### config.mk
export PLATFORM = sky130hd
export DESIGN_NAME = decode_sequencer
export DESIGN_NICKNAME = d
export VERILOG_FILES = /design/src/rtl/decode_sequencer.sv
export SDC_FILE = /design/constraint.sdc
export NUM_CORES = 1
export LEC_CHECK = 0
export ABC_AREA = 0
export CORE_AREA = 5 5 66 68
export DETAILED_ROUTE_END_ITERATION = 10
export DIE_AREA = 0 0 71 73
export DONT_BUFFER_PORTS = 1
export SETUP_SLACK_MARGIN = 0.05
export SLEW_MARGIN = 20
export SYNTH_ARGS = -nofsm -noshare
export SYNTH_HDL_FRONTEND = slang
export SYNTH_SLANG_ARGS = --single-unit
### constraint.sdc
create_clock -name clk -period 2.15 [get_ports clk]
set_input_delay 0.1075 -clock clk [delete_from_list [all_inputs] [get_ports clk]]
set_output_delay 0.1075 -clock clk [all_outputs]
set_load 0.005 [all_outputs]
### src/rtl/decode_sequencer.sv
// decode_sequencer: tracks the requested setting word and runs one load/wait/latch
// cycle of the mod-80/mod-81 divider pair per change. The residues are then presented
// to the PWM generators.
// Optional build macro DECODE_TIMEOUT_EN adds a WAIT watchdog with a sticky error
// flag and an automatic retry.
module decode_sequencer #(
  parameter int unsigned WIDTH_W        = 13,
  parameter int unsigned WIDTH_R        = 7,
  parameter int unsigned TIMEOUT_CYCLES = 64
) (
  input  logic               clk,
  input  logic               reset,
  input  logic [WIDTH_W-1:0] w_in,
  output logic               div_load,
  output logic [WIDTH_W-1:0] div_w,
  input  logic [WIDTH_R-1:0] div_r_a,
  input  logic [WIDTH_R-1:0] div_r_b,
  input  logic               div_done_a,
  input  logic               div_done_b,
  output logic [WIDTH_R-1:0] a_out,
  output logic [WIDTH_R-1:0] b_out,
  output logic               pwm_en,
  output logic               busy,
  output logic               error
);

  // The blanking cycle plus at least one real WAIT cycle must fit in the timeout.
  if (TIMEOUT_CYCLES < 2) begin : g_bad_timeout
    $error("TIMEOUT_CYCLES must be at least 2");
  end

  typedef enum logic [1:0] {StIdle, StLoad, StWait, StRun} state_e;

  state_e               state_q, state_d;
  logic [WIDTH_W-1:0]   div_w_q, div_w_d;
  logic [WIDTH_R-1:0]   a_q, a_d, b_q, b_d;
  logic                 first_q, first_d;  // forces one conversion after reset
  logic                 blank_q, blank_d;  // high during the first WAIT cycle
  logic                 w_changed;
  logic                 both_done;

`ifdef DECODE_TIMEOUT_EN
  localparam int unsigned CntW = $clog2(TIMEOUT_CYCLES + 1);
  logic [CntW-1:0] cnt_q, cnt_d;
  logic            err_q, err_d;
`endif

  assign w_changed = (w_in != div_w_q);
  assign both_done = div_done_a & div_done_b;

  // Next-state logic: change capture, load sequencing and residue latching.
  always_comb begin
    state_d = state_q;
    div_w_d = div_w_q;
    a_d     = a_q;
    b_d     = b_q;
    first_d = first_q;
    blank_d = 1'b0;
`ifdef DECODE_TIMEOUT_EN
    cnt_d   = cnt_q;
    err_d   = err_q;
`endif
    unique case (state_q)
      StIdle: begin
        if (first_q || w_changed) begin
          div_w_d = w_in;
          first_d = 1'b0;
          state_d = StLoad;
        end
      end
      StLoad: begin
        state_d = StWait;
        blank_d = 1'b1;
`ifdef DECODE_TIMEOUT_EN
        cnt_d   = '0;
`endif
      end
      StWait: begin
        // Dones seen in the blanking cycle may be left over from the previous operation.
        if (!blank_q && both_done) begin
          a_d = div_r_a;
          b_d = div_r_b;
          if (w_changed) begin
            div_w_d = w_in;
            state_d = StLoad;
          end else begin
            state_d = StRun;
          end
        end
`ifdef DECODE_TIMEOUT_EN
        else if (cnt_q == CntW'(TIMEOUT_CYCLES - 1)) begin
          err_d   = 1'b1;
          state_d = StLoad;
        end else begin
          cnt_d = cnt_q + 1'b1;
        end
`endif
      end
      StRun: begin
        if (w_changed) begin
          div_w_d = w_in;
          state_d = StLoad;
        end
      end
      default: state_d = StIdle;
    endcase
  end

  // State and datapath registers.
  always_ff @(posedge clk or posedge reset) begin
    if (reset) begin
      state_q <= StIdle;
      div_w_q <= '0;
      a_q     <= '0;
      b_q     <= '0;
      first_q <= 1'b1;
      blank_q <= 1'b0;
    end else begin
      state_q <= state_d;
      div_w_q <= div_w_d;
      a_q     <= a_d;
      b_q     <= b_d;
      first_q <= first_d;
      blank_q <= blank_d;
    end
  end

`ifdef DECODE_TIMEOUT_EN
  // WAIT-cycle watchdog and sticky error flag.
  always_ff @(posedge clk or posedge reset) begin
    if (reset) begin
      cnt_q <= '0;
      err_q <= 1'b0;
    end else begin
      cnt_q <= cnt_d;
      err_q <= err_d;
    end
  end
  assign error = err_q;
`else
  assign error = 1'b0;
`endif

  // Outputs decode directly from registered state, so reset cuts them off at once.
  assign div_load = (state_q == StLoad);
  assign busy     = (state_q == StLoad) || (state_q == StWait);
  assign pwm_en   = (state_q == StRun);
  assign div_w    = div_w_q;
  assign a_out    = a_q;
  assign b_out    = b_q;

endmodule
==> flow_summary.yaml, run 1 <==
synth:
  syn_avg_cell_area_sq_um: 13.9
  ys_warn_count: 0
  syn-instance-count: 102
  ys_seq_area_share_pct: 54.8
  synth_nets: 138
  synth_seq_cells: 31
  yosysUniqueCellTypes: 23
  synth_edf_count: 0
  synth_area_sq_um: 1420
  synth_ff_type: "dfrtp_1"
  async_reset_ff_share_pct: 100
final_layout:
  final_net_count: 173
  antennaDiodeCount: 0
  instances_no_fill: 188
  syn_to_final_growth_pct: 31.4
  fin_util_pct: 49.0
  drive_above_1_share_pct: 31.2
sta:
  layout_min_cycle_time_ps: 1990
  drv_slew: 0
  final_hold_viol_count: 0
  skew_ps: 6.12
  finalSetupTns_ps: 0
  fmax_mhz: 502
  setup_viol: 0
  rsz0062_at_grt: "false"
  period_share_pct: 92.6
  final.setup.worst_slack_ps: 159
run:
  maxCapViolCount: 0
floorplanning:
  start_util_pct: 37.3
  die_x_um: 71
  die_h_um: 73
  core-area_sq_um: 3800
  die_area_sq_um: 5180
  io_pins: 62
  rows: 23
power_and_ir_drop:
  ir_worst_vdd_mv: 0.585
  total_power_mw: 2.42
  p_leak_nw: 0.817
  pwr_density_cell_nw_per_um2: 1300
cts:
  cts_root_buf: "clkbuf_8"
  cts_buffer_depth: 2
  clock_latency_ps: 280
  clk_pin_slew_ps: 70
  htreeDepth: 2
  cts_tree: "built"
  cts_sinks: 31
  cts_buffers: 5
worst_setup_path:
  worstPathRequired_ps: 2310
  crit_start: "div_w[5]"
  path_cells: "xor2_1 -> nor4_2 -> nand4_1 -> o221ai_2 -> buf_12 -> mux2_2"
  cp_slowest_cell: "dfrtp_1"
  path_class: "reg2reg"
  cp_max_fo: 13
  arrival_ps: 2150
  r2r_start: "div_w[5]"
  end_kind: "register"
  start_kind: "register"
  max_stage_delay_ps: 430
global_routing:
  gr-total-overflow: 0
  grt_pass1_wl_um: 5060
  groute.usage.overall_pct: 12.9
  grt_pass1_vias: 1075
  grt_start_max_net_pins: 32
  antenna_found_initial: 0
place:
  gp_congestion: 0.764
  dp_cells: 152
  hpwl_um: 2170
  dp_slack_ps: 67.9
  portBuffers: 0
routing:
  initialDrtViolationCount: 41
  drc: 0
  drt_pre_antenna_iters: 2
  routed_via_density: 4.88
  vias: 917
  wl_um: 3160
  wire_per_inst_um: 16.8
  ant_nets: 0
run_status:
  status: "complete, no violations"
hold_path:
  hold_path_class: "in2reg"
  worstHoldStart: "div_done_b"
[cells in the mapped netlist (2+ instances only)]
| master | n | area [sq um] |
|---|---|---|
| ha_1 | 5 | 62.6 |
| inv_1 | 3 | 11.3 |
| o21ai_0 | 2 | 10.0 |
| mux2_2 | 27 | 304 |
| nand2_1 | 3 | 11.3 |
| nor2_1 | 3 | 11.3 |
| nor4_1 | 2 | 12.5 |
| xor2_1 | 13 | 114 |
| dfrtp_1 | 30 | 751 |
[worst paths after layout]
| path | end | slack, ps | depth (start not counted) |
|---|---|---|---|
| min reg2reg | first_q | 490 | 1 |
| max reg2reg | div_w[1] | 160 | 6 |
| max in group asynchronous | first_q | 1470 | 3 |
| min in group asynchronous | div_w[8] | 370 | 3 |
| min | state_q[1] | 290 | 3 |
| max | div_w[1] | 160 | 6 |
[power by group]
part	internal (mW)	total (mW)	leakage, nW	switching [mW]
Sequential	0.872	1.15	0.371	0.280
Clock	0.221	0.434	0.0477	0.213
Combinational	0.494	0.835	0.398	0.341
[per-stage QoR]
stage          hold WS [ps]  cell area, sq um
2_1_floorplan           210              1420
3_3_place_gp           97.7              1490
3_5_place_dp            124              1490
4_1_cts                 278              1860
5_1_grt                 348              1860
6_report                287              1860
[sequential cells by signal (all words and copies together) (netlist names)]
register,count
state_q,2
div_w,13
b_out,7
a_out,7
first_q,1
blank_q,1
[worst max-delay path, delay by kind of cell, from the launching register on]
| family | cells | cell delay (ps) |
|---|---|---|
| simple gates | 2 | 510 |
| flops | 1 | 430 |
| buf+inv | 1 | 180 |
| compound gates | 1 | 230 |
| xor+xnor | 1 | 190 |
| mux | 1 | 330 |
[layout by cell type (no fill, tap or decap)]
| master | n |
|---|---|
| dfrtp_1 | 30 |
| dlygate4sd3_1 | 28 |
| mux2_2 | 27 |
| xor2_1 | 13 |
| ha_1 | 5 |
| clkbuf_8 | 5 |
| inv_1 | 3 |
| nor2_1 | 3 |
| nand2_1 | 3 |
| clkinv_2 | 3 |
| o21ai_0 | 2 |
| buf_4 | 2 |
| nand4b_1 | 1 |
| nor2b_1 | 1 |
| and2b_2 | 1 |
| nor3_1 | 1 |
| nor4_2 | 1 |
| nor4_1 | 1 |
| nand4_1 | 1 |
| o221ai_2 | 1 |
| a21o_2 | 1 |
| a32oi_1 | 1 |
| mux2i_1 | 1 |
| conb_1 | 1 |
| dfstp_2 | 1 |
| buf_12 | 1 |
[cells by family after synthesis]
logic type	Yosys count	share of synthesized area, %
DFF	31	54.8
other	1	0.265
muxes	28	22.2
AOI/OAI and AO/OA	5	3.00
xor gates and xnor gates	13	8.03
and+or+nand+nor	13	4.94
buffers and inverters	6	2.38
adders and majority gates	5	4.41
[routing by layer]
| metal | wire (um) | GRT usage (%) | up-vias |
|---|---|---|---|
| met2 | 1840 | 23.5 | 37 |
| met1 | 1020 | 12.6 | 454 |
| li1 | - | - | 420 |
| met5 | 0 | 0 | - |
| met4 | 37 | 5.85 | 0 |
| met3 | 253 | 5.79 | 6 |
[cell type report]
type / count / area [sq um]
flip-flops and latches: 31 / 777
inverters: 3 / 11.3
fillers: 359 / 1940
clock buffers: 5 / 68.8
well taps: 50 / 62.6
repair buffers: 31 / 315
clock inverters: 3 / 15.0
multi-input cells: 65 / 613
[what timing repair did]
| item | in CTS | in global routing |
|---|---|---|
| hold buffers | 28 | 0 |
| hold endpoints to repair | 57 | 0 |
| endpoints found under the setup margin | 7 | 0 |
| resized for setup | 1 | 0 |
| setup buffers | 0 | 0 |
Power figures use the tool's default switching activity.
==> inputs of run 2 (changes only) <==
--- a/config.mk
+++ b/config.mk
@@ -6,10 +6,11 @@
 export NUM_CORES = 1
 export LEC_CHECK = 0
 export ABC_AREA = 0
-export CORE_AREA = 5 5 66 68
+export CORE_AREA = 5 5 60 62
 export DETAILED_ROUTE_END_ITERATION = 10
-export DIE_AREA = 0 0 71 73
+export DIE_AREA = 0 0 65 67
 export DONT_BUFFER_PORTS = 1
+export GPL_ROUTABILITY_DRIVEN = 0
 export SETUP_SLACK_MARGIN = 0.05
 export SLEW_MARGIN = 20
 export SYNTH_ARGS = -nofsm -noshare
==> run 2 against run 1 <==
Combinational power decreased by 0.8%. Via count decreased by 2.8%. Sequential power about the same. Critical endpoint is now div_w[5]. Non-clock buffer count increased by 1. Global-route usage increased by 2.6 points. Total power increased by 1.1%. Hold slack got worse by 67 ps.
==> flow_summary.yaml, run 2 (synthesized netlist as in run 1, its figures left out) <==
run_status:
  status: "complete, no violations"
worst_setup_path:
  start_kind: "register"
  end_kind: "register"
  crit_buf_inv: 1
  ff2ff_setup_slack_ps: 140
  r2r_end: "div_w[5]"
  max_stage_delay_ps: 430
  cp_max_fo: 13
  critPathTopFamily: "simple AND/OR/NAND/NOR gates"
  r2r_cells: 6
  path_class: "reg2reg"
  r2r_start: "div_w[0]"
  path_cells: "xor2_1 -> nor4_2 -> nand4_1 -> o221ai_2 -> buf_12 -> mux2_2"
  cp_slowest_cell: "dfrtp_1"
  arrival_ps: 2210
  worstPathRequired_ps: 2350
global_routing:
  grt_pass1_vias: 1030
  grt_pass1_wl_um: 4950
  antenna_found_initial: 0
  groute.usage.overall_pct: 15.6
  grt_start_max_net_pins: 18
  gr-total-overflow: 0
routing:
  ant_nets: 0
  initialDrtViolationCount: 21
  drc: 0
  routed_via_density: 5.18
  vias: 891
  wire_per_inst_um: 17.3
  drt_pre_antenna_iters: 4
  wl_um: 2980
sta:
  layout_min_cycle_time_ps: 2010
  finalSetupTns_ps: 0
  final.setup.worst_slack_ps: 142
  setup_viol: 0
  final_hold_viol_count: 0
  drv_slew: 0
  period_share_pct: 93.4
  tightest_slew_ps: 541
  skew_ps: 13.6
  fmax_mhz: 498
  maxSlewHeadroom_pct: 63.9
  rsz0062_at_grt: "true"
place:
  hpwl_um: 2020
  dp_cells: 135
  dp_slack_ps: 22.7
  portBuffers: 0
cts:
  cts_tree: "built"
  clock_latency_ps: 320
  cts_buffer_depth: 2
  cts_root_buf: "clkbuf_4"
  cts_sinks: 31
  clk_pin_slew_ps: 100
  cts_buffers: 5
  htreeDepth: 2
final_layout:
  largest_reg_flops: 13
  final_net_count: 174
  mostFrequentLayoutCell: "dfrtp_1"
  drive_above_1_share_pct: 31.7
  instances_no_fill: 172
  antennaDiodeCount: 0
  fin_util_pct: 62.2
  final_cell_mix: "dfrtp_1 (30), dlygate4sd3_1 (28), mux2_2 (27)"
  syn_to_final_growth_pct: 30.6
floorplanning:
  die_h_um: 67
  rows: 20
  core-area_sq_um: 2980
  start_util_pct: 47.6
  io_pins: 62
  die_area_sq_um: 4360
  die_x_um: 65
run:
  maxCapViolCount: 0
hold_path:
  worstHoldStart: "div_done_b"
  hold_path_class: "in2reg"
  hold_depth: 3
  hold_end: "state_q[1]"
power_and_ir_drop:
  total_power_mw: 2.45
  p_clk_share_pct: 19.3
  p_comb_share_pct: 33.8
  p_int_mw: 1.64
  seq_power_share_pct: 46.9
  switching_share_pct: 33.1
  p_sw_uw: 810
  ir_worst_vdd_mv: 0.643
  p_leak_nw: 0.822
  pwr_density_cell_nw_per_um2: 1320
## run 2: worst min-delay path: cells and delay by family
| family | cells | cell delay [ps] |
|---|---|---|
| compound gates | 2 | 360 |
| simple gates | 1 | 40 |
## run 2: cell type report
class | count | area (sq um)
inverter | 3 | 11.3
fill | 238 | 1130
sequential | 31 | 777
tap | 33 | 41.3
clock buffer | 6 | 51.3
clock inverter | 2 | 35.0
timing repair buffer | 32 | 323
multi-input combinational | 65 | 613
## run 2: routing by layer
layer | vias up | wire [um] | share of wire (%) | GRT usage, %
li1 | 421 | - | - | -
met3 | 2 | 232 | 7.8 | 5.40
met5 | - | 0 | 0 | 0
met4 | 0 | 20 | 0.67 | 7.92
met1 | 439 | 1090 | 37 | 17.0
met2 | 29 | 1630 | 55 | 26.7
## run 2: worst max-delay path by stage
stage	from	to	slack [ps]	depth (start not counted)
finish	div_w[0]	div_w[5]	140	6
global route	div_w[0]	div_w[3]	9	6
CTS	div_w[5]	div_w[4]	110	6
detailed placement	div_w[5]	div_w[4]	20	6
global placement	div_w[5]	div_w[7]	80	6
floorplan	div_w[5]	div_w[0]	310	6
## run 2: power by group through the flow
stage	sequential [mW]	combinational [mW]	clock [mW]
after global routing	1.19	0.920	0.515
after global placement	1.15	0.761	0
final	1.15	0.828	0.472
after floorplan	1.08	0.646	0
after CTS	1.15	0.835	0.489
after detailed placement	1.16	0.782	0
## run 2: timing repair
action	in CTS	in global routing
pin swaps	0	3
endpoints found under the hold margin	41	0
resized for setup	1	0
hold buffers	28	0
setup endpoints to repair	13	13
buffers inserted	0	1
## run 2: per-stage QoR
| stage | hold slack, ps | cell area (sq um) |
|---|---|---|
| floorplan | 210 | 1420 |
| global placement | 53.9 | 1470 |
| detailed placement | 69.6 | 1470 |
| CTS | 198 | 1840 |
| global route | 225 | 1850 |
| finish | 221 | 1850 |
